<file path="src/rtl/baud_pkg.sv">
// Shared baud-rate helpers and receiver state encoding for the UART blocks.
package baud_pkg;

  localparam int unsigned ovsamp_rate = 8;
  localparam integer      START_TICKS = ovsamp_rate / 2;

  typedef enum logic [1:0] {
    IDLE,
    START,
    DATA,
    STOP
  } rx_state_e;

  // Clocks per oversample tick; callers must reject CLK_RATE <= ovsamp_rate*BAUD_RATE.
  function automatic int unsigned bddiv(input int unsigned clk_rate,
                                        input int unsigned baud_rate);
    return clk_rate / (baud_rate * ovsamp_rate);
  endfunction

endpackage

</file>
<file path="src/rtl/uart_baud_tick.sv">
// Oversample tick generator: counts 0..DIV-1 and pulses tick on the last count.
module uart_baud_tick #(
  parameter int unsigned DIV = 2
) (
  input  logic clk,
  input  logic rst_n,
  input  logic en,
  output logic tick
);

  localparam int unsigned W = (DIV > 1) ? $clog2(DIV) : 1;
  localparam logic [W-1:0] LAST = W'(DIV - 1);

  logic [W-1:0] bcnt;

  assign tick = en && (bcnt == LAST);

  always_ff @(posedge clk or negedge rst_n) begin
    if (!rst_n) begin
      bcnt <= '0;
    end else if (!en || tick) begin
      bcnt <= '0;
    end else begin
      bcnt <= bcnt + 1'b1;
    end
  end

endmodule

</file>
<file path="src/rtl/uart_rx_ovsamp.sv">
// 8N1 UART receiver with 8x oversampling and a ready/valid byte output.
module uart_rx_ovsamp
  import baud_pkg::*;
#(
  parameter int unsigned CLK_RATE  = 100_000_000,
  parameter int unsigned BAUD_RATE = 3_000_000
) (
  input  logic       clk_i,
  input  logic       rst_ni,
  input  logic       rx_i,
  output logic [7:0] rx_data_o,
  output logic       rx_valid_o,
  input  logic       rx_ready_i,
  output logic       frame_err_o,
  output logic       overrun_o
);

  localparam int unsigned BDDIV = bddiv(CLK_RATE, BAUD_RATE);
  localparam logic [2:0]  OLAST = 3'(ovsamp_rate - 1);
  localparam logic [2:0]  SLAST = 3'(START_TICKS - 1);

  if (CLK_RATE <= ovsamp_rate * BAUD_RATE) begin : g_rate_check
    $fatal(1, "uart_rx_ovsamp: CLK_RATE must exceed 8*BAUD_RATE");
  end

  logic      rx_meta;
  logic      rx_s;
  rx_state_e state;
  logic [2:0] ocnt;
  logic [2:0] idx;
  logic [7:0] shreg;
  logic       tick;
  logic       done_good;

  always_ff @(posedge clk_i or negedge rst_ni) begin
    if (!rst_ni) begin
      rx_meta <= 1'b1;
      rx_s    <= 1'b1;
    end else begin
      rx_meta <= rx_i;
      rx_s    <= rx_meta;
    end
  end

  uart_baud_tick #(.DIV(BDDIV)) u_tick (
    .clk   (clk_i),
    .rst_n (rst_ni),
    .en    (state != IDLE),
    .tick  (tick)
  );

  assign done_good = (state == STOP) && tick && (ocnt == OLAST) && rx_s;

  always_ff @(posedge clk_i or negedge rst_ni) begin
    if (!rst_ni) begin
      state       <= IDLE;
      ocnt        <= '0;
      idx         <= '0;
      shreg       <= '0;
      frame_err_o <= 1'b0;
    end else begin
      frame_err_o <= 1'b0;
      case (state)
        IDLE: begin
          ocnt <= '0;
          idx  <= '0;
          if (!rx_s) state <= START;
        end
        START: begin
          if (tick) begin
            if (ocnt == SLAST) begin
              ocnt  <= '0;
              idx   <= '0;
              state <= rx_s ? IDLE : DATA;
            end else begin
              ocnt <= ocnt + 1'b1;
            end
          end
        end
        DATA: begin
          if (tick) begin
            ocnt <= ocnt + 1'b1;
            if (ocnt == OLAST) begin
              shreg[idx] <= rx_s;
              idx        <= idx + 1'b1;
              if (idx == 3'd7) state <= STOP;
            end
          end
        end
        STOP: begin
          if (tick) begin
            ocnt <= ocnt + 1'b1;
            if (ocnt == OLAST) begin
              state <= IDLE;
              if (!rx_s) frame_err_o <= 1'b1;
            end
          end
        end
        default: state <= IDLE;
      endcase
    end
  end

  // A completion with the held byte not yet taken drops the new byte.
  always_ff @(posedge clk_i or negedge rst_ni) begin
    if (!rst_ni) begin
      rx_data_o  <= '0;
      rx_valid_o <= 1'b0;
      overrun_o  <= 1'b0;
    end else begin
      overrun_o <= 1'b0;
      if (done_good) begin
        if (!rx_valid_o || rx_ready_i) begin
          rx_data_o  <= shreg;
          rx_valid_o <= 1'b1;
        end else begin
          overrun_o <= 1'b1;
        end
      end else if (rx_valid_o && rx_ready_i) begin
        rx_valid_o <= 1'b0;
      end
    end
  end

endmodule

</file>
<file path="config.mk">
export PLATFORM = sky130hd
export DESIGN_NAME = uart_rx_ovsamp
export DESIGN_NICKNAME = d
export VERILOG_FILES = /design/src/rtl/baud_pkg.sv /design/src/rtl/uart_baud_tick.sv /design/src/rtl/uart_rx_ovsamp.sv
export SDC_FILE = /design/constraint.sdc
export NUM_CORES = 1
export LEC_CHECK = 0
export CAP_MARGIN = 10
export CORE_MARGIN = 5
export CORE_UTILIZATION = 40
export CTS_CLUSTER_SIZE = 40
export DETAILED_ROUTE_END_ITERATION = 16
export GPL_TIMING_DRIVEN = 0
export MAX_ROUTING_LAYER = met4
export PLACE_DENSITY = 0.69
export SYNTH_ARGS = -nofsm -noshare
export SYNTH_HDL_FRONTEND = slang
export SYNTH_SLANG_ARGS = --single-unit
export TNS_END_PERCENT = 50
</file>
<file path="constraint.sdc">
create_clock -name clk_i -period 2 [get_ports clk_i]
set_clock_uncertainty 0.1 [all_clocks]
set_input_delay 0.3 -clock clk_i [delete_from_list [all_inputs] [get_ports clk_i]]
set_output_delay 0.3 -clock clk_i [all_outputs]
set_load 0.005 [all_outputs]
</file>
==> results of run 1 <==
-- power groups by stage --
stage	logic (mW)	registers, mW	clock network [mW]
2_1_floorplan	0.387	0.768	0
3_3_place_gp	0.470	0.777	0
3_5_place_dp	0.499	0.783	0
4_1_cts	0.501	0.770	0.357
5_1_grt	0.558	0.785	0.392
6_report	0.495	0.770	0.342
-- cell type report --
type                            count  area (µm²)
Inverter                            6       22.52
Fill cell                         299        1697
Multi-Input combinational cell     72       590.6
Timing Repair Buffer               15       167.7
Buffer                              7       52.55
Sequential cell                    31       778.2
Tap cell                           46       57.56
Clock buffer                        7       45.04
Clock inverter                      1       5.005
-- layout by cell type (no fill, tap or decap), drive strengths merged, types with 2 or more instances in the layout --
| cell | count |
|---|---|
| dfrtp | 29 |
| mux2 | 17 |
| clkdlybuf4s50 | 14 |
| clkbuf | 9 |
| nor2 | 7 |
| inv | 6 |
| nand3 | 6 |
| ha | 6 |
| buf | 6 |
| nand4 | 4 |
| nor3 | 4 |
| a21oi | 4 |
| o21ai | 3 |
| nand2 | 3 |
| a22o | 3 |
| nor3b | 2 |
| nand3b | 2 |
| dfstp | 2 |
-- cells by family (layout without fill, tap and decap cells) --
group | after synthesis | after routing | synth area share, %
multiplexers | 18 | 18 | 16.03
AO/OA/AOI/OAI | 13 | 13 | 5.980
adder cells (fa/ha/maj) | 6 | 6 | 5.199
flip-flops | 31 | 31 | 53.90
XOR/XNOR | 2 | 2 | 1.213
AND/OR/NAND/NOR | 33 | 33 | 12.48
buffers and inverters | 13 | 36 | 5.199
-- flip-flops by register name (all words and copies together), names as in the netlist, named ones only --
register     cells
rx_meta          1
shreg            8
rx_s             1
u_tick.bcnt      2
idx              3
ocnt             3
rx_data_o        8
rx_valid_o       1
overrun_o        1
state            1
frame_err_o      1
-- stage by stage --
| stage | utilization (%) | area, µm² | setup TNS, ns | total power [mW] | hold slack [ns] |
|---|---|---|---|---|---|
| after global placement | 48.06 | 1642 | -0.08130 | 1.247 | 0.2460 |
| final | 50.33 | 1719 | 0 | 1.608 | 0.2605 |
| after detailed placement | 48.86 | 1669 | 0 | 1.283 | 0.2485 |
| after floorplan | - | 1444 | 0 | 1.155 | -0.09559 |
| after global routing | 50.33 | 1719 | 0 | 1.736 | 0.2538 |
| after CTS | 50.33 | 1719 | 0 | 1.627 | 0.2618 |
-- metal layers --
metal  track usage (%)  share of wire [%]  up-vias  wire length [µm]
li1                  -                  -      457                 -
met3             3.587                4.0        4                99
met1             13.93                 45      437              1128
met5                 -                  0        -                 0
met4             5.106                1.6        0                40
met2             18.57                 49       18              1223
-- worst register-to-register path: cells and delay by family, from the launching register on --
| kind | cells | cell delay (ns) |
|---|---|---|
| flip-flops | 1 | 0.42 |
| multiplexers | 1 | 0.31 |
| buffers and inverters | 1 | 0.16 |
| AND/OR/NAND/NOR | 2 | 0.45 |
| adder cells (fa/ha/maj) | 1 | 0.28 |
-- how the worst max path moves through the flow --
| stage | startpoint | endpoint | slack [ns] |
|---|---|---|---|
| floorplan | ocnt[0] | rx_data_o[0] | 0.30 |
| global placement | rst_ni | ocnt[2] | -0.004 |
| detailed placement | ocnt[0] | rx_data_o[2] | 0.17 |
| CTS | ocnt[0] | rx_data_o[2] | 0.16 |
| global route | ocnt[0] | rx_data_o[2] | 0.04 |
| finish | ocnt[0] | rx_data_o[2] | 0.17 |
==> out/results.ini, run 1 <==
[sta]
fin_ws_ns = 0.1691
period_minus_slack_ns = 1.831
setup_viol = 0
drv_slew = 0
max_freq_ghz = 0.5462
worstMarginPinSlew_ns = 0.7532
rsz0062_at_grt = no
timing.slew.headroom_pct = 49.63
fin_crit_sh_pct = 91.54
hold_viol = 0

[detailed_routing]
routedWlPerCell_um = 13.47
via_per_inst = 4.951
vias = 916
detail-route-antenna-nets = 0
totalWireLength_um = 2492
first_pass_iters = 4
drc_errors = 0
first_iter_violations = 38

[pwr]
power_leakage_nw = 0.7925
power_frac_comb_pct = 30.8
pwr-share-seq_pct = 47.9
internal_power_mw = 1.061
p_per_area_nw_per_um2 = 935.2
ir_drop_mv = 0.5755
p_switching_mw = 0.5467
switching_share_pct = 34.00
pwr-share-clk_pct = 21.3

[run_status]
status = finished clean

[cells_and_area]
finalNonFillerCells = 185
n_antenna_cell = 0
syn2layout_area_growth_pct = 19.06
drive_gt1_share_pct = 17.99
nets = 148

[critical_path]
cpMaxStageDelayCell = dfrtp_1
cp-end-kind = register
start_kind = register
path_delay_family = simple AND/OR/NAND/NOR gates
crit_chain = ha_1, and3_1, and4b_1, buf_6, mux2_4
arrival_ns = 1.95
crit_required_ns = 2.11
crit_fanout = 8
slowest_delay_ns = 0.42
timing.rr.end = rx_data_o[2]
r2r_slack_ns = 0.17
path_depth = 5
reg2reg_depth = 5
crit_type = reg2reg
reg2reg_from = ocnt[0]
cp.buffers_inverters = 1

[placement]
placed_cells = 177
io_buffers = 14
gp_congestion = 0.7953
hpwl_um = 1873
dp_slack_ns = 0.1729

[clocking]
post_cts_resized = 0
ctsHoldBuffers = 0
post-cts-setup-buffers = 0
clock-sinks = 31
clk_latency_ns = 0.33
cts-htree-levels = 2
clk_pin_slew_ns = 0.09
clockBufferDepth = 2
cts_root_buffer = clkbuf_4
cts_tree = yes
cts_buffers = 5

[global_route]
grt_pass1_vias = 945
grt_max_degree = 19
overflow = 0
grt_pass1_wl_um = 4402
grt_use_total_pct = 11.78
antenna_found_initial = 0

[synth]
synth.cells.most_frequent = 29 x dfrtp_1, 8 x mux2_4, 7 x nor2_1
yosysMostFrequentCell = dfrtp_1
synth_top_cell_area_share_pct = 50.26
ys_ff_latch = 31
ys_seq_area_share_pct = 53.90
synth_cells = 116
syn-num-nets = 126
synth_top_area_cell = dfrtp_1
ys_warn_count = 0
synthArstFlopShare_pct = 100.0
syn_area_per_cell_um2 = 12.45
synth_cell_types = 31
synth_area_um2 = 1444
synth_edf_count = 0
synthFlopType = dfrtp_1
synth_area_leaders = dfrtp_1 50%, mux2_4 8.3%, ha_1 5.2%, mux2_1 4.7%, dfstp_2 3.6%

[hold_path]
hp-start = rx_meta
hold_class = reg2reg
min_path_cells = 0
min_delay_worst_endpoint = rx_s

[floorplan]
num_rows = 21
die_area_um2 = 4911
start_util_pct = 42.27
die_h_um = 70.08
ios = 15
coreArea_um2 = 3416
die_x_um = 70.08

[job]
maxCapViolations = 0

Note: power is estimated with default switching activity, not from simulation.
==> run 2, diff against run 1 <==
--- a/config.mk
+++ b/config.mk
@@ -13,6 +13,7 @@
 export GPL_TIMING_DRIVEN = 0
 export MAX_ROUTING_LAYER = met4
 export PLACE_DENSITY = 0.69
+export RECOVER_POWER = 100
 export SYNTH_ARGS = -nofsm -noshare
 export SYNTH_HDL_FRONTEND = slang
 export SYNTH_SLANG_ARGS = --single-unit
==> constraint.sdc (replaced) <==
create_clock -name clk_i -period 2 [get_ports clk_i]
set_clock_uncertainty 0.1 [all_clocks]
set_input_delay 0.3 -clock clk_i [delete_from_list [all_inputs] [get_ports clk_i]]
set_output_delay 0.3 -clock clk_i [all_outputs]
set_load 0.01 [all_outputs]
==> out/results.ini, run 2 (synthesized netlist as in run 1, its figures left out) <==
[run_status]
status = finished clean  ; unchanged

[global_route]
grt_use_total_pct = 11.78  ; unchanged
grt_pass1_wl_um = 4402  ; unchanged
grt_max_degree = 19  ; unchanged
grt_pass1_vias = 945  ; unchanged
overflow = 0  ; unchanged
antenna_found_initial = 0  ; unchanged

[sta]
worst_hold_slack_ns = 0.2606  ; was 0.2605 ns
hold_viol = 0  ; unchanged
fin_crit_sh_pct = 92.14  ; was 91.54%
worstMarginPinSlew_ns = 0.7630  ; was 0.7532 ns
rsz0062_at_grt = no  ; unchanged
timing.slew.headroom_pct = 48.97  ; was 49.63%
period_minus_slack_ns = 1.843  ; was 1.831 ns
fin_ws_ns = 0.1572  ; was 0.1691 ns
drv_slew = 0  ; unchanged
max_freq_ghz = 0.5426  ; was 0.5462 GHz
setup_viol = 0  ; unchanged

[cells_and_area]
syn2layout_area_growth_pct = 17.76  ; was 19.06%
design_area_um2 = 1700  ; was 1719 µm²
nets = 148  ; unchanged
n_antenna_cell = 0  ; unchanged
multi_input_area_um2 = 575.6  ; was 590.6 µm²
final_cell_mix = 29 x dfrtp_1, 13 x dlygate4sd3_1, 10 x mux2_1  ; was 29 x dfrtp_1, 14 x clkdlybuf4s50_1, 8 x mux2_4
final_common_cell = dfrtp_1  ; unchanged
reg_top3 = rx_data_o (8), shreg (8)  ; unchanged
ff_latch_area_um2 = 778.2  ; unchanged
fillCellCount = 304  ; was 299
drive_gt1_share_pct = 14.39  ; was 17.99%
finalNonFillerCells = 185  ; unchanged

[placement]
hpwl_um = 1873  ; unchanged
dp_slack_ns = 0.1729  ; unchanged
io_buffers = 14  ; unchanged
placed_cells = 177  ; unchanged
postPlaceCellArea_um2 = 1669  ; unchanged
gp_congestion = 0.7953  ; unchanged

[job]
maxCapViolations = 0  ; unchanged

[clocking]
clk_latency_ns = 0.33  ; about the same
clk_pin_slew_ns = 0.09  ; about the same
ctsHoldBuffers = 0  ; unchanged
clock-sinks = 31  ; unchanged
cts_tree = yes  ; unchanged
post_cts_resized = 0  ; unchanged
cts-htree-levels = 2  ; unchanged
cts_root_buffer = clkbuf_4  ; unchanged
post-cts-setup-buffers = 0  ; unchanged
clockBufferDepth = 2  ; unchanged
cts_buffers = 5  ; unchanged

[floorplan]
start_util_pct = 42.27  ; unchanged
die_x_um = 70.08  ; unchanged
ios = 15  ; unchanged
die_area_um2 = 4911  ; unchanged
num_rows = 21  ; unchanged
coreArea_um2 = 3416  ; unchanged
die_h_um = 70.08  ; unchanged

[detailed_routing]
first_pass_iters = 4  ; unchanged
detail-route-antenna-nets = 0  ; unchanged
drc_errors = 0  ; unchanged
via_per_inst = 4.962  ; was 4.951
first_iter_violations = 37  ; was 38
vias = 918  ; was 916
totalWireLength_um = 2480  ; was 2492 µm
routedWlPerCell_um = 13.41  ; was 13.47 µm

[pwr]
p_per_area_nw_per_um2 = 944.5  ; was 935.2 nW/µm²
ir_drop_mv = 0.5748  ; was 0.5755 mV
power_leakage_nw = 0.8297  ; was 0.7925 nW

[critical_path]
crit_type = reg2reg  ; unchanged
crit_required_ns = 2.11  ; about the same
cp-end-kind = register  ; unchanged
crit_fanout = 7  ; was 8
arrival_ns = 1.96  ; was 1.95 ns
start_kind = register  ; unchanged

[hold_path]
hold_class = reg2reg  ; unchanged

==> run 2: area by class of cell <==
class                           count  area share [%]
Buffer                              7           2.870
Multi-Input combinational cell     72           33.85
Timing Repair Buffer               15           9.860
Inverter                            6           1.325
Clock inverter                      1          0.2943
Sequential cell                    31           45.77
Clock buffer                        7           2.649
Tap cell                           46           3.385
==> run 2: path summary, 6_finish.rpt <==
check | slack [ns] | startpoint | end | cells after the start
max | 0.16 | ocnt[0] | shreg[4] | 5
min | 0.26 | rx_meta | rx_s | 0
max reg2reg | 0.16 | ocnt[0] | shreg[4] | 5
min reg2reg | 0.26 | rx_meta | rx_s | 0
max in group asynchronous | 0.88 | rst_ni | shreg[0] | 2
min in group asynchronous | 0.38 | rst_ni | rx_data_o[3] | 1
==> run 2: critical path, stage by stage, from the launching register on <==
cell	delay, ns
dfrtp_1	0.42
ha_1	0.28
and4_1	0.22
clkbuf_1	0.23
nand4_1	0.15
mux2_1	0.33
==> run 2: report_power, final <==
group | switching [mW] | total [mW] | internal [mW]
clock network | 0.206 | 0.343 | 0.137
registers | 0.0606 | 0.770 | 0.709
logic | 0.281 | 0.493 | 0.212
==> run 2: through the flow <==
stage	total power, mW	utilization, %	setup TNS, ns
floorplan	1.156	-	0
global route	1.734	49.78	0
detailed placement	1.283	48.86	0
CTS	1.628	50.33	0
global placement	1.248	48.06	-0.08130
finish	1.606	49.78	0
==> run 2: per-layer routing <==
| metal | GRT usage [%] | up-vias | part of all wire [%] |
|---|---|---|---|
| li1 | - | 458 | - |
| met2 | 18.57 | 18 | 49 |
| met1 | 13.93 | 438 | 45 |
| met4 | 5.106 | 0 | 1.7 |
| met3 | 3.587 | 4 | 3.9 |
| met5 | - | - | 0 |
==> run 3, diff against run 2 <==
--- a/config.mk
+++ b/config.mk
@@ -11,9 +11,11 @@
 export CTS_CLUSTER_SIZE = 40
 export DETAILED_ROUTE_END_ITERATION = 16
 export GPL_TIMING_DRIVEN = 0
+export HOLD_SLACK_MARGIN = 0.05
 export MAX_ROUTING_LAYER = met4
 export PLACE_DENSITY = 0.69
 export RECOVER_POWER = 100
+export SLEW_MARGIN = 20
 export SYNTH_ARGS = -nofsm -noshare
 export SYNTH_HDL_FRONTEND = slang
 export SYNTH_SLANG_ARGS = --single-unit
==> out/results.ini, run 3 (synthesized netlist as in run 1, its figures left out) <==
[run_status]
status = finished clean  ; unchanged

[critical_path]
crit_required_ns = 2.13  ; was 2.11 ns
critical_path.startpoint = ocnt[0]  ; unchanged
crit_type = reg2reg  ; unchanged
arrival_ns = 1.99  ; was 1.96 ns
reg2reg_from = ocnt[0]  ; unchanged
start_kind = register  ; unchanged
crit_fanout = 8  ; was 7
cp-end-kind = register  ; unchanged

[clocking]
post_cts_resized = 0  ; unchanged
clk_latency_ns = 0.34  ; was 0.33 ns
clock-sinks = 31  ; unchanged
cts_tree = yes  ; unchanged
cts_buffers = 5  ; unchanged
clk_pin_slew_ns = 0.10  ; was 0.09 ns
cts_root_buffer = clkbuf_4  ; unchanged
clockBufferDepth = 2  ; unchanged
cts-htree-levels = 2  ; unchanged

[sta]
hold_viol = 0  ; unchanged
timing.slew.headroom_pct = 49.85  ; was 48.97%
setup_viol = 0  ; unchanged
worstMarginPinSlew_ns = 0.7523  ; was 0.7630 ns
period_minus_slack_ns = 1.859  ; was 1.843 ns
drv_slew = 0  ; unchanged
max_freq_ghz = 0.5378  ; was 0.5426 GHz
fin_crit_sh_pct = 92.97  ; was 92.14%
rsz0062_at_grt = no  ; unchanged

[hold_path]
hold_class = reg2reg  ; unchanged
hp-start = rx_meta  ; unchanged

[detailed_routing]
via_per_inst = 4.903  ; was 4.962
drc_errors = 0  ; unchanged
detail-route-antenna-nets = 0  ; unchanged
first_pass_iters = 4  ; unchanged
first_iter_violations = 52  ; was 37
vias = 907  ; was 918
routedWlPerCell_um = 12.89  ; was 13.41 µm
totalWireLength_um = 2385  ; was 2480 µm

[cells_and_area]
reg_top3 = rx_data_o (8), shreg (8)  ; unchanged
syn2layout_area_growth_pct = 16.72  ; was 17.76%
final_cell_mix = 29 x dfrtp_1, 13 x dlygate4sd3_1, 8 x mux2_1  ; was 29 x dfrtp_1, 13 x dlygate4sd3_1, 10 x mux2_1
design_area_um2 = 1685  ; was 1700 µm²
drive_gt1_share_pct = 15.83  ; was 14.39%
fillCellCount = 311  ; was 304
final_common_cell = dfrtp_1  ; unchanged
nets = 148  ; unchanged
n_antenna_cell = 0  ; unchanged
finalNonFillerCells = 185  ; unchanged

[pwr]
ir_drop_mv = 0.5066  ; was 0.5748 mV
p_per_area_nw_per_um2 = 951.4  ; was 944.5 nW/µm²
power_leakage_nw = 0.8204  ; was 0.8297 nW
total_power_mw = 1.603  ; was 1.606 mW

[placement]
hpwl_um = 1720  ; was 1873 µm
postPlaceCellArea_um2 = 1637  ; was 1669 µm²
placed_cells = 176  ; was 177
io_buffers = 14  ; unchanged
gp_congestion = 0.7953  ; unchanged

[global_route]
grt_max_degree = 32  ; was 19
antenna_found_initial = 0  ; unchanged
overflow = 0  ; unchanged
grt_pass1_vias = 983  ; was 945
grt_pass1_wl_um = 4367  ; was 4402 µm
grt_use_total_pct = 11.70  ; was 11.78%

[floorplan]
die_area_um2 = 4911  ; unchanged
num_rows = 21  ; unchanged
start_util_pct = 42.27  ; unchanged
die_h_um = 70.08  ; unchanged
die_x_um = 70.08  ; unchanged
ios = 15  ; unchanged
coreArea_um2 = 3416  ; unchanged

[job]
maxCapViolations = 0  ; unchanged

run 3: cell type report:
| cell class | count | area (µm²) | share of cell area, % |
|---|---|---|---|
| clock inverters | 1 | 5.005 | 0.2970 |
| multi-input cells | 72 | 583.1 | 34.60 |
| flip-flops and latches | 31 | 778.2 | 46.18 |
| repair buffers | 15 | 145.1 | 8.612 |
| well taps | 46 | 57.56 | 3.415 |
| clock buffers | 7 | 45.04 | 2.673 |
| plain buffers | 7 | 48.80 | 2.895 |
| inverters | 6 | 22.52 | 1.336 |
run 3: stage by stage:
step	util (%)	setup TNS [ns]	setup WS [ns]	hold slack, ns
global route	49.34	0	0.02294	0.2704
CTS	49.67	0	0.1602	0.2475
finish	49.34	0	0.1406	0.2614
floorplan	-	0	0.2954	-0.09559
global placement	48.06	-0.08130	-0.003946	0.2460
detailed placement	47.91	0	0.1676	0.2485
run 3: path summary, 6_finish.rpt:
| path | cells after the start | to | slack [ns] |
|---|---|---|---|
| min | 0 | rx_s | 0.26 |
| max reg2reg | 5 | rx_data_o[6] | 0.14 |
| max in group asynchronous | 2 | shreg[3] | 0.87 |
| min in group asynchronous | 2 | rx_data_o[3] | 0.45 |
| min reg2reg | 0 | rx_s | 0.26 |
| max | 5 | rx_data_o[6] | 0.14 |
run 3: timing repair:
action / CTS / global route
hold endpoints to repair: 29 / 0
hold buffers: 1 / 0
setup buffers: 0 / 0
run 3: where the power goes:
| group | leakage [nW] | switching [mW] | internal (mW) | total (mW) |
|---|---|---|---|---|
| Sequential | 0.409 | 0.0605 | 0.709 | 0.770 |
| Clock | 0.0293 | 0.215 | 0.137 | 0.351 |
| Combinational | 0.382 | 0.277 | 0.206 | 0.482 |
| Total | 0.820 | 0.552 | 1.05 | 1.60 |
run 3: critical path: stages (launching register included):
cell,delay (ns)
dfrtp_1,0.42
ha_1,0.28
and3_1,0.23
and4b_1,0.22
buf_6,0.16
mux2_1,0.33
run 3: metal layers:
metal	global-route usage, %	part of all wire, %	vias up
li1	-	-	459
met1	13.59	45	426
met2	17.73	47	17
met3	3.587	5.8	5
met4	7.021	1.8	0
met5	-	0	-
